--- src/rtl/vram_arbiter.sv ---
// VRAM arbiter: shares one single-port sync RAM between a display
// fetcher and an Avalon-MM slave, with a bounded display streak.
module vram_arbiter #(
  parameter int ADDR_W     = 10,
  parameter int DEPTH      = 600,
  parameter int STARVE_MAX = 3
) (
  input  logic              CLK,
  input  logic              RESET,
  input  logic              AVL_CS,
  input  logic              AVL_READ,
  input  logic              AVL_WRITE,
  input  logic [3:0]        AVL_BYTE_EN,
  input  logic [ADDR_W-1:0] AVL_ADDR,
  input  logic [31:0]       AVL_WRITEDATA,
  output logic [31:0]       AVL_READDATA,
  output logic              AVL_WAITREQUEST,
  input  logic              DISP_REQ,
  input  logic [ADDR_W-1:0] DISP_ADDR,
  output logic [31:0]       DISP_DATA,
  output logic              DISP_VALID,
  output logic [ADDR_W-1:0] RAM_ADDR,
  output logic              RAM_WE,
  output logic [3:0]        RAM_BE,
  output logic [31:0]       RAM_WDATA,
  input  logic [31:0]       RAM_RDATA
);

  localparam int SC = $clog2(STARVE_MAX + 1);
  localparam int SW = (SC < 2) ? 2 : SC;
  localparam logic [SW-1:0] SMAX = SW'(STARVE_MAX);
  localparam logic [ADDR_W:0] DEPTH_W = (ADDR_W + 1)'(DEPTH);

  typedef enum logic [2:0] {
    IDLE, DRD, DCAP, ARD, ACAP, AWR
  } state_t;

  state_t            state, state_n;
  logic [SW-1:0]     streak, streak_n;
  logic [ADDR_W-1:0] addr_q;
  logic [31:0]       wdata_q;
  logic [3:0]        be_q;

  logic d_pend, a_pend, decide, starved;
  logic grant_d, grant_a, in_range, live;

  assign d_pend   = DISP_REQ;
  assign a_pend   = AVL_CS & (AVL_READ | AVL_WRITE);
  assign decide   = (state == IDLE) | (state == DCAP) |
                    (state == ACAP) | (state == AWR);
  assign starved  = (streak == SMAX);
  assign grant_d  = decide & d_pend & ~(a_pend & starved);
  assign grant_a  = decide & a_pend & ~grant_d;
  assign in_range = ({1'b0, addr_q} < DEPTH_W);
  assign live     = ~RESET;

  always_comb begin
    state_n  = state;
    streak_n = streak;
    unique case (state)
      DRD:     state_n = DCAP;
      ARD:     state_n = ACAP;
      default: begin
        if (grant_d)      state_n = DRD;
        else if (grant_a) state_n = AVL_WRITE ? AWR : ARD;
        else              state_n = IDLE;
      end
    endcase
    // Streak only counts display wins that actually made Avalon wait
    if (!a_pend || grant_a)      streak_n = '0;
    else if (grant_d && !starved) streak_n = streak + 1'b1;
  end

  always_ff @(posedge CLK) begin
    if (RESET) begin
      state   <= IDLE;
      streak  <= '0;
      addr_q  <= '0;
      wdata_q <= '0;
      be_q    <= '0;
    end else begin
      state  <= state_n;
      streak <= streak_n;
      if (grant_d) addr_q <= DISP_ADDR;
      if (grant_a) begin
        addr_q  <= AVL_ADDR;
        wdata_q <= AVL_WRITEDATA;
        be_q    <= AVL_BYTE_EN;
      end
    end
  end

  // Gate strobes with reset so an aborted access leaves no trace
  assign RAM_ADDR        = addr_q;
  assign RAM_BE          = be_q;
  assign RAM_WDATA       = wdata_q;
  assign RAM_WE          = live & (state == AWR) & in_range;
  assign DISP_VALID      = live & (state == DCAP);
  assign DISP_DATA       = DISP_VALID ? RAM_RDATA : 32'h0;
  assign AVL_WAITREQUEST = ~(live & ((state == ACAP) | (state == AWR)));
  assign AVL_READDATA    = (live & (state == ACAP) & in_range) ?
                           RAM_RDATA : 32'h0;

endmodule
--- config.mk ---
export PLATFORM = sky130hd
export DESIGN_NAME = vram_arbiter
export DESIGN_NICKNAME = d
export VERILOG_FILES = /design/src/rtl/vram_arbiter.sv
export SDC_FILE = /design/constraint.sdc
export NUM_CORES = 1
export LEC_CHECK = 0
export BUFFER_PORTS_ARGS = -buffer_cell sky130_fd_sc_hd__buf_4
export CAP_MARGIN = 20
export CORE_AREA = 3 3 81 83
export DETAILED_ROUTE_END_ITERATION = 6
export DIE_AREA = 0 0 84 86
export GPL_ROUTABILITY_DRIVEN = 1
export PLACE_DENSITY = 0.94
export SETUP_SLACK_MARGIN = 0.3
export SYNTH_ARGS = -nofsm -noshare
export SYNTH_HDL_FRONTEND = slang
export SYNTH_SLANG_ARGS = --single-unit
--- constraint.sdc ---
create_clock -name CLK -period 4.5 [get_ports CLK]
set_input_delay 0 -clock CLK [delete_from_list [all_inputs] [get_ports CLK]]
set_output_delay 0 -clock CLK [all_outputs]
set_load 0.01 [all_outputs]
# Word-level counts from Yosys, hierarchy flattened
# Cells that the tools add are included.
# totals
reg_bits,51
elab_cells,49
# op_classes
addsub,1
order_cmp,1
eq_ne,6
n_mux,8
n_bitwise,21
n_reduce_logical,7
# op_table
op,n
$mux 32,2
$mux 10,2
$and 1x1->1,12
$lt 10x10->1 const B,1
$mux 3,3
$eq 3x2->1 const B,2
$eq 3x3->1 const B,2
$pmux 3 s2,1
$or 1x1->1,5
$not 1->1,4
$eq 3x1->1 const B,1
$logic_not 3->1,1
$add 2x1->2 const B,1
$eq 2x2->1 const B,1
$logic_not 1->1,2
$reduce_bool 2->1,1
$reduce_or 2->1,1
$logic_and 1x1->1,1
$logic_or 1x1->1,1

# Logic depth before layout (Yosys ltp)
# logic_depth
word_depth,11
mapped_depth,7

# Worst setup path before layout
# Ideal clock, no wire load.
# synth_path
path_kind,flip-flop to output port
start,register addr_q[4] (netlist: RAM_ADDR[4])
end,output AVL_READDATA[10]
arrival_time_ns,1.476
path_slack_ns,3.024
path_stages_with_launch,6
n_path_buf,1
path_cell_list,dfxtp_1 > a21o_1 > a211o_1 > a211oi_4 > clkbuf_2 > and2_1
# synth_via
elab_chain_len,3
# synth_lines
element,line_no,text
start: declaration,40,logic [ADDR_W-1:0] addr_q;
start signal: assignment,78,addr_q <= '0;
start signal: assignment,84,if (grant_d) addr_q <= DISP_ADDR;
start signal: assignment,86,addr_q <= AVL_ADDR;
$lt 10x10->1,54,"assign in_range = ({1'b0, addr_q} < DEPTH_W);"
$and 1x1->1,101,assign AVL_READDATA = (live & (state == ACAP) & in_range) ?
$mux 32,101,
end: declaration,16,"output logic [31:0] AVL_READDATA,"
# Every way passes these cells.

# Final worst setup path
# layout_path
start,register state[2]
end,register addr_q[6] (netlist: RAM_ADDR[6])
# layout_via
elab_chain_len,9
elab_cells_between_ends,14
cone_classes,3 x eq/ne; 1 x mux; 8 x bitwise; 2 x reduce/logical
# layout_lines
element,line_no,text
start: declaration,38,"state_t state, state_n;"
start signal: assignment,82,state <= state_n;
$eq 3x2->1 or $logic_not 3->1 (tied branches),49,assign decide = (state == IDLE) | (state == DCAP) |
$or 1x1->1 (2 in a row),49,
$or 1x1->1 (*),50,(state == ACAP) | (state == AWR);
$and 1x1->1 (2 in a row),52,assign grant_d = decide & d_pend & ~(a_pend & starved);
$not 1->1,53,assign grant_a = decide & a_pend & ~grant_d;
$and 1x1->1,53,
$mux 10 or $reduce_bool 2->1 (tied branches),n/a,
# Every way passes the cells marked *; elsewhere a longest branch is shown, timed or not.
# A chain may end at the register's enable or synchronous reset.

==> flow_metrics.tcl <==
set metrics [dict create \
    synth_area_per_cell_sq_um 7.61 \
    tightest_slew_ps 907 \
    drt-total-wl_microns 9920 \
    yosys_warnings 0 \
    cts_tree "yes" \
    grt_setup_unrepaired "false" \
    port_buffers 206 \
    pwr-share-clk_pct 24.5 \
    cp.arrival_ps 2860 \
    place_area_sq_um 3960 \
    reg2regPathDepth 5 \
    wire_per_inst_microns 15.5 \
    r2r-end "RAM_ADDR[6]$_SDFFE_PP0P_" \
    path_clk_slew_ps 80 \
    pwr_density_cell_nw_per_um2 221 \
    dp_hpwl_microns 6520 \
    ctsResizeCount 0 \
    synth_area_sq_um 2400 \
    skew_ps 9.58 \
    fin_nets 659 \
    status "finished, final reports clean" \
    die_h_microns 86 \
    final-setup-viol-count 0 \
    rows 28 \
    crit_required_ps 4680 \
    p_int_uw 741 \
    power.total_uw 1020 \
    max-cap-violations 0 \
    holdWs_ps 152 \
    num-fill-cells 414 \
    core-area_sq_um 5920 \
    initial_utilization_pct 40.6 \
    syn_nets 411 \
    hp-start "AVL_CS" \
    grt_pass1_wl_microns 15800 \
    globalplace.congestion 0.899 \
    fin_area_sq_um 4620 \
    maxSlewHeadroom_pct 39.3 \
    via_count 3141 \
    htreeDepth 2 \
    path_class "reg2reg" \
    ir_drop_mv 0.243 \
    grt_pass1_vias 3282 \
    ff2ff_setup_slack_ps 1820 \
    multi_input_area_sq_um 1280 \
    switching_share_pct 27.3 \
    reg2reg_from "state[2]$_SDFF_PP0_" \
    power_frac_seq_pct 48.7 \
    pin_count 207 \
    min_period_ps 2680 \
    overflow 0 \
    synth_cell_type_count 28 \
    cts_inserted_buffers 5 \
    maxClockFrequency_mhz 374 \
    fin_crit_sh_pct 59.5 \
    ff_latch_area_sq_um 1020 \
    hold_violations 0 \
    drtIter0Drc 126 \
    drive_gt1_share_pct 39.3 \
    post_drt_via_cell_ratio 4.91 \
    die_x_microns 84 \
    hold_end "streak[0]$_SDFFE_PP0P_" \
    cts_root_buf "clkbuf_8" \
    clk_latency_ps 300 \
    fin_tns_setup_ps 0 \
    synth_seq_area_share_pct 42.5 \
    hold_class "in2reg" \
    synthCells 316 \
    power_leakage_uw 0.00223 \
    hold_depth 3 \
    cts_num_sinks 51 \
    yosys_register_bits 51 \
    crit_fanout 47 \
    dieArea_sq_um 7220 \
    p_switching_uw 278 \
    grt_max_degree 54 \
    grt_antenna_before_repair 0 \
    drcViolationCount 0 \
    final_max_slew_viol_count 0 \
    n_antenna_cell 0 \
    dr.pass1.iters 4 \
    grt_usage_pct 27.1 \
    areaGrowthSynthToFinish_pct 91.9 \
    start_kind "register" \
    crit_path_end_kind "register" \
    pwr-share-comb_pct 26.9 \
    cts.path.max_buffers 2 \
    ant_nets 0 \
]
## through the flow
step	setup slack [ps]	std cells	util (%)
after global routing	1610	640	78.0
after CTS	1860	640	78.0
after floorplan	3020	316	-
after detailed placement	2390	575	66.9
after global placement	2440	575	66.9
final	1820	640	78.0
## how the worst max path moves through the flow
stage | start | end | cells past startpoint
global placement | state[2]$_SDFF_PP0_ | state[1]$_SDFF_PP0_ | 4
global route | state[2]$_SDFF_PP0_ | RAM_ADDR[6]$_SDFFE_PP0P_ | 5
detailed placement | state[2]$_SDFF_PP0_ | RAM_ADDR[9]$_SDFFE_PP0P_ | 4
floorplan | RAM_ADDR[4]$_SDFFE_PP0P_ | AVL_READDATA[10] | 5
finish | state[2]$_SDFF_PP0_ | RAM_ADDR[6]$_SDFFE_PP0P_ | 5
CTS | state[2]$_SDFF_PP0_ | RAM_ADDR[9]$_SDFFE_PP0P_ | 5
## routing by layer
layer	vias up	GRT usage [%]	wire length, microns	share of wire (%)
li1	1521	-	-	-
met1	1406	26.4	3210	32
met2	178	52.0	5430	55
met3	36	7.49	891	9.0
met4	0	13.6	385	3.9
met5	-	0	0	0
## state kept, by name, indices dropped and copies added, names as in the netlist
name,count
RAM_WDATA,32
RAM_BE,4
state,3
RAM_ADDR,10
streak,2
## cells in the final DEF (no fill, tap or decap), types with 2 or more instances in the layout
cell	netlist	routed
buf_4	6	208
nand2_1	94	94
and2_1	64	64
dlygate4sd3_1	0	57
dfxtp_1	51	51
a21oi_1	38	38
nor2_1	11	11
a311oi_1	10	10
clkbuf_8	0	5
clkinv_2	0	3
a211oi_1	2	2
o21a_1	2	2
nor2b_1	2	2
nor3_1	2	2
## cell type report
cell class	count	area share, %
timing repair buffer	265	46.2
clock buffer	5	1.49
clock inverter	3	0.325
multi-input combinational	240	27.8
tap	75	2.03
inverter	1	0.0813
sequential	51	22.1
## cell usage after synthesis
cell | instances | area [sq um]
nand2b_1 | 1 | 6.26
a211o_1 | 1 | 8.76
o21ai_0 | 1 | 5.00
nor3_1 | 2 | 10.0
inv_1 | 1 | 3.75
nand2_1 | 94 | 353
buf_4 | 6 | 45.0
ha_1 | 1 | 12.5
nand3_1 | 2 | 10.0
nor2_1 | 11 | 41.3
a21oi_1 | 38 | 190
or3b_4 | 1 | 11.3
clkbuf_2 | 3 | 15.0
a211oi_4 | 1 | 20.0
a211oi_1 | 2 | 15.0
nor4b_1 | 1 | 8.76
nand3b_1 | 1 | 7.51
mux2i_1 | 1 | 10.0
nor2b_1 | 2 | 12.5
o32a_1 | 1 | 10.0
dfxtp_1 | 51 | 1020
mux2_2 | 1 | 11.3
a21o_1 | 1 | 7.51
clkbuf_1 | 15 | 56.3
and2_1 | 64 | 400
a311oi_1 | 10 | 87.6
nor3_2 | 1 | 10.0
o21a_1 | 2 | 15.0
## worst max-delay path, stage by stage (launching register included)
cell and delay (ps):
dfxtp_1 440, mux2i_1 330, nand3_2 750, nand2_1 290
a311oi_1 120, dlygate4sd3_1 610
## cell families (layout without fill, tap and decap cells)
family          Yosys count  in the layout  synth area share [%]
flops                    51             51                  42.5
fa+ha+maj                 1              1                 0.520
compound gates           57             57                  14.9
buf+inv                  25            274                  4.99
mux                       2              2                 0.884
simple gates            180            180                  36.2
## power groups by stage
stage	Sequential, uW	Clock (uW)	Combinational [uW]
detailed placement	506	0	222
floorplan	513	0	83.1
global placement	504	0	216
CTS	495	256	268
global route	499	277	296
finish	496	249	274
## repair_timing
action,4_1_cts,5_1_grt
setup buffers,0,0
hold buffers,57,0
endpoints found under the hold margin,47,0
No activity file was read; power rests on OpenSTA's default activity.
